<file path="config.mk">
export PLATFORM = sky130hd
export DESIGN_NAME = fetch_stage
export DESIGN_NICKNAME = d
export VERILOG_FILES = /design/src/rtl/rv_pipe_pkg.sv /design/src/rtl/fetch_buffer.sv /design/src/rtl/fetch_stage.sv
export SDC_FILE = /design/constraint.sdc
export NUM_CORES = 1
export LEC_CHECK = 0
export CAP_MARGIN = 20
export CELL_PAD_IN_SITES_DETAIL_PLACEMENT = 1
export CELL_PAD_IN_SITES_GLOBAL_PLACEMENT = 1
export CORE_MARGIN = 4
export CORE_UTILIZATION = 48
export DETAILED_ROUTE_END_ITERATION = 7
export HOLD_SLACK_MARGIN = 0.06
export PLACE_DENSITY_LB_ADDON = 0.08
export SYNTH_ARGS = -nofsm -noshare
export SYNTH_HDL_FRONTEND = slang
export SYNTH_SLANG_ARGS = --single-unit
</file>
<file path="constraint.sdc">
create_clock -name clk -period 10.8 [get_ports clk]
set_clock_uncertainty 0.1 [all_clocks]
set_input_delay 1.08 -clock clk [delete_from_list [all_inputs] [get_ports clk]]
set_output_delay 1.08 -clock clk [all_outputs]
set_load 0.03 [all_outputs]
</file>
<file path="src/rtl/rv_pipe_pkg.sv">
// Shared types for the RV pipeline front end.
//   NOP_INSTR     : bubble encoding (addi x0,x0,0)
//   fetch_state_t : fetch FSM states
//   fetch_entry_t : one buffered instruction word with its address
package rv_pipe_pkg;

  localparam logic [31:0] NOP_INSTR = 32'h0000_0013;

  typedef enum logic [1:0] {
    FETCH   = 2'd0,
    WAIT    = 2'd1,
    DISCARD = 2'd2
  } fetch_state_t;

  typedef struct packed {
    logic [31:0] instr;
    logic [31:0] pc;
  } fetch_entry_t;

endpackage

</file>
<file path="src/rtl/fetch_buffer.sv">
// Two-entry FIFO holding fetched instruction words until decode takes them.
// Ports:
//   clk, reset (async, active-low)
//   push, wr_data : enqueue one entry (accepted when not full, or when full and popping)
//   pop           : dequeue the head (ignored when empty)
//   clear         : drop all entries; wins over push
//   head          : current head entry
//   empty, full, count : occupancy
module fetch_buffer import rv_pipe_pkg::*; (
  input  logic         clk,
  input  logic         reset,
  input  logic         push,
  input  fetch_entry_t wr_data,
  input  logic         pop,
  input  logic         clear,
  output fetch_entry_t head,
  output logic         empty,
  output logic         full,
  output logic [1:0]   count
);

  fetch_entry_t mem [2];
  logic         rd_ptr;
  logic         wr_ptr;
  logic         do_push;
  logic         do_pop;

  assign empty   = (count == 2'd0);
  assign full    = (count == 2'd2);
  assign do_pop  = pop && !empty;
  // A pop in the same cycle frees the slot the push lands in.
  assign do_push = push && (!full || do_pop);
  assign head    = mem[rd_ptr];

  always_ff @(posedge clk or negedge reset) begin
    if (!reset) begin
      rd_ptr <= 1'b0;
      wr_ptr <= 1'b0;
      count  <= 2'd0;
    end else if (clear) begin
      rd_ptr <= 1'b0;
      wr_ptr <= 1'b0;
      count  <= 2'd0;
    end else begin
      if (do_push) wr_ptr <= ~wr_ptr;
      if (do_pop)  rd_ptr <= ~rd_ptr;
      case ({do_push, do_pop})
        2'b10:   count <= count + 2'd1;
        2'b01:   count <= count - 2'd1;
        default: count <= count;
      endcase
    end
  end

  always_ff @(posedge clk) begin
    if (do_push && !clear) mem[wr_ptr] <= wr_data;
  end

endmodule

</file>
<file path="src/rtl/fetch_stage.sv">
// Instruction-fetch stage: owns the fetch PC, issues one outstanding request
// at a time to instruction memory, buffers returned words and presents a
// registered instruction/PC pair to decode.
// Ports:
//   clk, reset (async, active-low)
//   StallF, FlushD        : hold / bubble the decode-facing register
//   PCSrc, PCTarget       : redirect from execute
//   imem_req, imem_addr   : request to instruction memory
//   imem_gnt              : request accepted this cycle
//   imem_rvalid, imem_rdata : response
//   Instr, PC, PC_plus_4, InstrValid : decode-facing register
module fetch_stage #(
  parameter logic [31:0] RESET_PC  = 32'h0000_0000,
  parameter logic [31:0] NOP_INSTR = rv_pipe_pkg::NOP_INSTR,
  parameter int          BUF_DEPTH = 2
) (
  input  logic        clk,
  input  logic        reset,
  input  logic        StallF,
  input  logic        FlushD,
  input  logic        PCSrc,
  input  logic [31:0] PCTarget,
  output logic        imem_req,
  output logic [31:0] imem_addr,
  input  logic        imem_gnt,
  input  logic        imem_rvalid,
  input  logic [31:0] imem_rdata,
  output logic [31:0] Instr,
  output logic [31:0] PC,
  output logic [31:0] PC_plus_4,
  output logic        InstrValid
);
  import rv_pipe_pkg::*;

  fetch_state_t state, state_n;
  logic [31:0]  fetch_pc, fetch_pc_n;
  logic [31:0]  req_pc;
  logic [31:0]  pending_pc;
  logic         pending_redirect, pending_n;

  fetch_entry_t buf_head;
  fetch_entry_t buf_wr;
  logic         buf_empty, buf_full;
  logic [1:0]   buf_count;
  logic         buf_push, buf_pop;

  logic room, issue, granted, resp, take_buf, take_resp;

  // Nothing is in flight while in FETCH, so room depends only on occupancy.
  assign room      = !buf_full && (int'(buf_count) < BUF_DEPTH);
  assign issue     = reset && (state == FETCH) && room;
  assign granted   = issue && imem_gnt;
  assign imem_req  = issue;
  assign imem_addr = fetch_pc;

  // A response is kept only if it belongs to a live request and no redirect
  // arrives with it.
  assign resp      = (state == WAIT) && imem_rvalid && !PCSrc;

  // A redirect empties the buffer, so decode sees nothing to take that cycle.
  assign take_buf  = !FlushD && !StallF && !PCSrc && !buf_empty;
  // With an empty buffer the arriving word goes straight into the decode
  // register, registered on the rvalid edge.
  assign take_resp = !FlushD && !StallF && buf_empty && resp;
  assign buf_pop   = take_buf;
  assign buf_push  = resp && !take_resp;
  assign buf_wr    = '{instr: imem_rdata, pc: req_pc};

  fetch_buffer u_buf (
    .clk     (clk),
    .reset   (reset),
    .push    (buf_push),
    .wr_data (buf_wr),
    .pop     (buf_pop),
    .clear   (PCSrc),
    .head    (buf_head),
    .empty   (buf_empty),
    .full    (buf_full),
    .count   (buf_count)
  );

  always_comb begin
    state_n    = state;
    fetch_pc_n = fetch_pc;
    pending_n  = pending_redirect;
    case (state)
      FETCH: begin
        if (granted) begin
          pending_n = 1'b0;
          if (PCSrc) begin
            fetch_pc_n = PCTarget;
            state_n    = DISCARD;
          end else if (pending_redirect) begin
            fetch_pc_n = pending_pc;
            state_n    = DISCARD;
          end else begin
            fetch_pc_n = fetch_pc + 32'd4;
            state_n    = WAIT;
          end
        end else if (PCSrc) begin
          // A raised request must keep its address until granted, so the
          // redirect is parked and applied at the grant.
          if (issue) pending_n  = 1'b1;
          else       fetch_pc_n = PCTarget;
        end
      end
      WAIT: begin
        if (PCSrc) begin
          fetch_pc_n = PCTarget;
          state_n    = imem_rvalid ? FETCH : DISCARD;
        end else if (imem_rvalid) begin
          state_n = FETCH;
        end
      end
      DISCARD: begin
        if (PCSrc)       fetch_pc_n = PCTarget;
        if (imem_rvalid) state_n    = FETCH;
      end
      default: state_n = FETCH;
    endcase
  end

  always_ff @(posedge clk or negedge reset) begin
    if (!reset) begin
      state            <= FETCH;
      fetch_pc         <= RESET_PC;
      pending_redirect <= 1'b0;
    end else begin
      state            <= state_n;
      fetch_pc         <= fetch_pc_n;
      pending_redirect <= pending_n;
    end
  end

  always_ff @(posedge clk) begin
    if (granted) req_pc <= fetch_pc;
    if (issue && !imem_gnt && PCSrc) pending_pc <= PCTarget;
  end

  // Decode-facing register
  always_ff @(posedge clk or negedge reset) begin
    if (!reset) begin
      Instr      <= NOP_INSTR;
      PC         <= 32'd0;
      PC_plus_4  <= 32'd0;
      InstrValid <= 1'b0;
    end else if (FlushD) begin
      Instr      <= NOP_INSTR;
      InstrValid <= 1'b0;
    end else if (!StallF) begin
      if (take_buf) begin
        Instr      <= buf_head.instr;
        PC         <= buf_head.pc;
        PC_plus_4  <= buf_head.pc + 32'd4;
        InstrValid <= 1'b1;
      end else if (take_resp) begin
        Instr      <= imem_rdata;
        PC         <= req_pc;
        PC_plus_4  <= req_pc + 32'd4;
        InstrValid <= 1'b1;
      end else begin
        Instr      <= NOP_INSTR;
        InstrValid <= 1'b0;
      end
    end
  end

endmodule

</file>
==> results_dict.tcl <==
set metrics [dict create \
    outcome "finished clean" \
    clkSlewWorstSetupHoldPaths_ns 0.06 \
    fill_cells 3007 \
    fin_crit_sh_pct 43.47 \
    crit_buf_inv 5 \
    rsz0062_at_grt "false" \
    drive_gt1_share_pct 8.134 \
    die_w_um 181.3 \
    critPathLaunch "PCSrc" \
    via_per_inst 5.800 \
    seqPwrFrac_pct 42.5 \
    min_path_type "in -> async" \
    p_total_mw 4.270 \
    hold_buffers 0 \
    cp-end-kind "flip-flop" \
    synthDistinctLibCells 77 \
    peakVddDrop_v 0.0001381 \
    tightest_slew_ns 0.8843 \
    cts_buffer_depth 3 \
    die_area_um2 32870 \
    ant_nets 0 \
    crit_type "in -> reg" \
    pwr-share-clk_pct 27.5 \
    cellPowerDensity_nw_per_um2 238.7 \
    root_buffer "clkbuf_16" \
    synthCells 1165 \
    grt_overflow 0 \
    die_h_um 181.3 \
    totalWireLength_mm 38.02 \
    numCtsBuffers 35 \
    relSlewSlack_pct 41.05 \
    fin_util_pct 60.36 \
    p_comb_share_pct 30.0 \
    route.detailed.drc 0 \
    ys_warn_count 0 \
    r2r-start "u_buf.rd_ptr$_DFFE_PN0P_" \
    placed_area_um2 16740 \
    post_cts_buffers 0 \
    setup_tns_ns 0 \
    holdWs_ns 0.3241 \
    path_max_fanout 76 \
    cp_top_family "buffers and inverters" \
    cp_common_cell "buf_4" \
    fmax_ghz 0.2130 \
    track_usage_pct 22.91 \
    stdcell_area_um2 17890 \
    cp_cell_sequence "clkdlybuf4s50_1 -> buf_4 -> inv_2 -> nand3_4 -> buf_4 -> nand2_1 -> o21ai_0 -> ha_1 -> inv_1 -> a211oi_1 -> a32oi_2 -> a2111oi_4 -> mux2i_1 -> a211o_1" \
    post_synth.cell_area_avg_um2 12.37 \
    diodes 0 \
    synth_nets 1242 \
    p_sw_share_pct 34.90 \
    critPathLaunchType "input pin" \
    p_int_mw 2.780 \
    setup_violations 0 \
    cap_violations 0 \
    ys_seq_elements 326 \
    switching_power_mw 1.490 \
    synth_edf_count 192 \
    firstDrtPassIters 5 \
    critPathSlowestCell "buf_4" \
    initial_core_util_pct 48.64 \
    cpPeakStageDelay_ns 0.66 \
    nets 1428 \
    num_vias 10250 \
    first_iter_violations 827 \
    fin_crit_ns 4.695 \
    crit_arrival_ns 5.00 \
    synth-seq-area-share_pct 63.28 \
    ys.flop_type "edfxtp_1" \
    pin_count 201 \
    grt_pass1_vias 10690 \
    syn-cell-area_um2 14420 \
    core.rowCount 63 \
    clk_latency_ns 0.51 \
    p_leak_nw 6.438 \
    slew_violations 0 \
    area_growth_pct 24.08 \
    dp_hpwl_mm 25.89 \
    cts_tree "yes" \
    grt_antenna_before_repair 1 \
    cts.sinks 326 \
    synth-async-reset-ratio_pct 41.10 \
    cp.required_ns 11.10 \
    port_buffers 200 \
    coreArea_um2 29640 \
    grt_pass1_wl_mm 60.79 \
    hold_viol 0 \
    gp_congestion 0.8369 \
    wl_per_cell_um 21.52 \
    cts_resized 0 \
    htreeDepth 2 \
    grt_max_degree 104 \
]
[cells in the mapped netlist, drive strengths merged, types with 4 or more instances]
library cell / number / area (um^2)
edfxtp: 192 / 5766
o21ai: 135 / 675.7
dfrtp: 131 / 3278
nand2: 127 / 476.7
mux2i: 79 / 790.8
nor2: 53 / 217.7
a21oi: 45 / 225.2
clkbuf: 39 / 146.4
nand3: 36 / 192.7
a22oi: 34 / 260.3
buf: 29 / 171.4
xnor2: 21 / 183.9
xor2: 21 / 183.9
nand4: 18 / 112.6
and3: 17 / 106.4
a31oi: 14 / 93.84
mux2: 14 / 157.7
inv: 12 / 45.04
nor4: 11 / 75.07
a2111oi: 8 / 133.9
a21o: 8 / 60.06
nand2b: 8 / 50.05
nor3: 8 / 51.30
o22ai: 8 / 50.05
a222oi: 7 / 70.07
and2: 6 / 37.54
ha: 6 / 75.07
nand3b: 6 / 57.56
nor2b: 6 / 37.54
a32oi: 5 / 66.32
and4: 5 / 43.79
nand4b: 5 / 43.79
or3: 5 / 36.28
a211oi: 4 / 30.03
o211ai: 4 / 30.03
o22a: 4 / 35.03
or2: 4 / 27.53
[cell type report]
| class | instances | area (um^2) | area share (%) |
|---|---|---|---|
| clock buffers | 46 | 991.0 | 5.540 |
| well taps | 390 | 488.0 | 2.728 |
| repair buffers | 217 | 2151 | 12.02 |
| clock inverters | 17 | 127.6 | 0.7134 |
| multi-input cells | 759 | 4960 | 27.73 |
| flip-flops and latches | 326 | 9126 | 51.02 |
| inverters | 12 | 45.04 | 0.2518 |
[placed cells by master, fill, tap and decap left out, types with 6 or more instances in the layout]
cell type	synthesis	layout
a222oi_1	7	7
nand2_1	127	127
buf_4	9	16
o21ai_0	133	133
o22ai_1	8	8
edfxtp_1	192	192
nand2b_1	8	7
clkbuf_16	0	38
nor3_1	7	6
mux2_2	14	14
nor2_1	51	49
a21o_1	8	8
clkbuf_1	39	7
clkinv_1	0	8
nor4_1	10	10
a22oi_1	33	33
xnor2_1	21	21
and2_1	5	6
dfrtp_1	131	130
clkdlybuf4s50_1	0	199
clkinv_2	0	6
nand3_1	35	35
xor2_1	21	21
ha_1	6	6
mux2i_1	79	79
a21oi_1	45	45
nand4_1	18	18
inv_1	11	11
and3_1	17	17
a31oi_1	13	13
[path summary, 6_finish.rpt]
path	end	slack, ns	cells past startpoint
worst min register to register	PC[30]$_DFFE_PN0P_	0.37	1
worst max register to register	PC_plus_4[26]$_DFFE_PN0P_	6.69	10
worst max-delay path	PC_plus_4[26]$_DFFE_PN0P_	6.10	14
max in group asynchronous	u_buf.rd_ptr$_DFFE_PN0P_	8.31	3
worst min-delay path	u_buf.count[1]$_DFFE_PN0P_	0.32	1
min in group clk	PC[30]$_DFFE_PN0P_	0.37	1
[metrics by stage]
step | std cells | worst slack, ns
after floorplan | 1165 | 5.393
after global placement | 1703 | 5.712
after detailed placement | 1703 | 5.587
after CTS | 1766 | 6.094
after global routing | 1767 | 5.854
final | 1767 | 6.105
[flip-flops by register name, summed over array words and instances, names as in the netlist]
register / count
u_buf.wr_ptr: 1
u_buf.count: 2
state: 2
req_pc: 32
u_buf.mem: 128
Instr: 32
InstrValid: 1
PC_plus_4: 30
pending_pc: 32
imem_addr: 32
PC: 32
pending_redirect: 1
u_buf.rd_ptr: 1
[worst register-to-register path: cells and delay by family (launching register included)]
kind | cells | cell delay (ns)
AOI/OAI and AO/OA | 5 | 1.67
muxes | 2 | 0.32
adders and majority gates | 1 | 0.23
DFF | 1 | 0.79
buffers and inverters | 2 | 0.88
[per-layer routing]
layer / wire length, um / vias to the layer above / global-route usage, %
met4: 596 / 2 / 4.683
met5: 13 / - / 0
li1: - / 4745 / -
met1: 17890 / 5176 / 34.20
met2: 17650 / 274 / 36.08
met3: 1865 / 51 / 3.543
[power by group through the flow]
stage / clock network, mW / logic [mW] / registers, mW
after floorplan: 0 / 0.418 / 2.09
after global placement: 0 / 1.23 / 1.84
after detailed placement: 0 / 1.26 / 1.85
after CTS: 1.20 / 1.27 / 1.83
after global routing: 1.25 / 1.38 / 1.85
final: 1.17 / 1.28 / 1.81
[cell families (layout without fill, tap and decap cells)]
group	count (synthesis)	after routing	synth area share, %
and+or+nand+nor	321	321	11.20
AOI/OAI and AO/OA	297	297	13.36
buffers and inverters	80	292	2.517
muxes	93	93	6.579
xor gates and xnor gates	42	42	2.552
adders and majority gates	6	6	0.5207
DFF	326	326	63.28
Note: power is estimated with default switching activity, not from simulation.
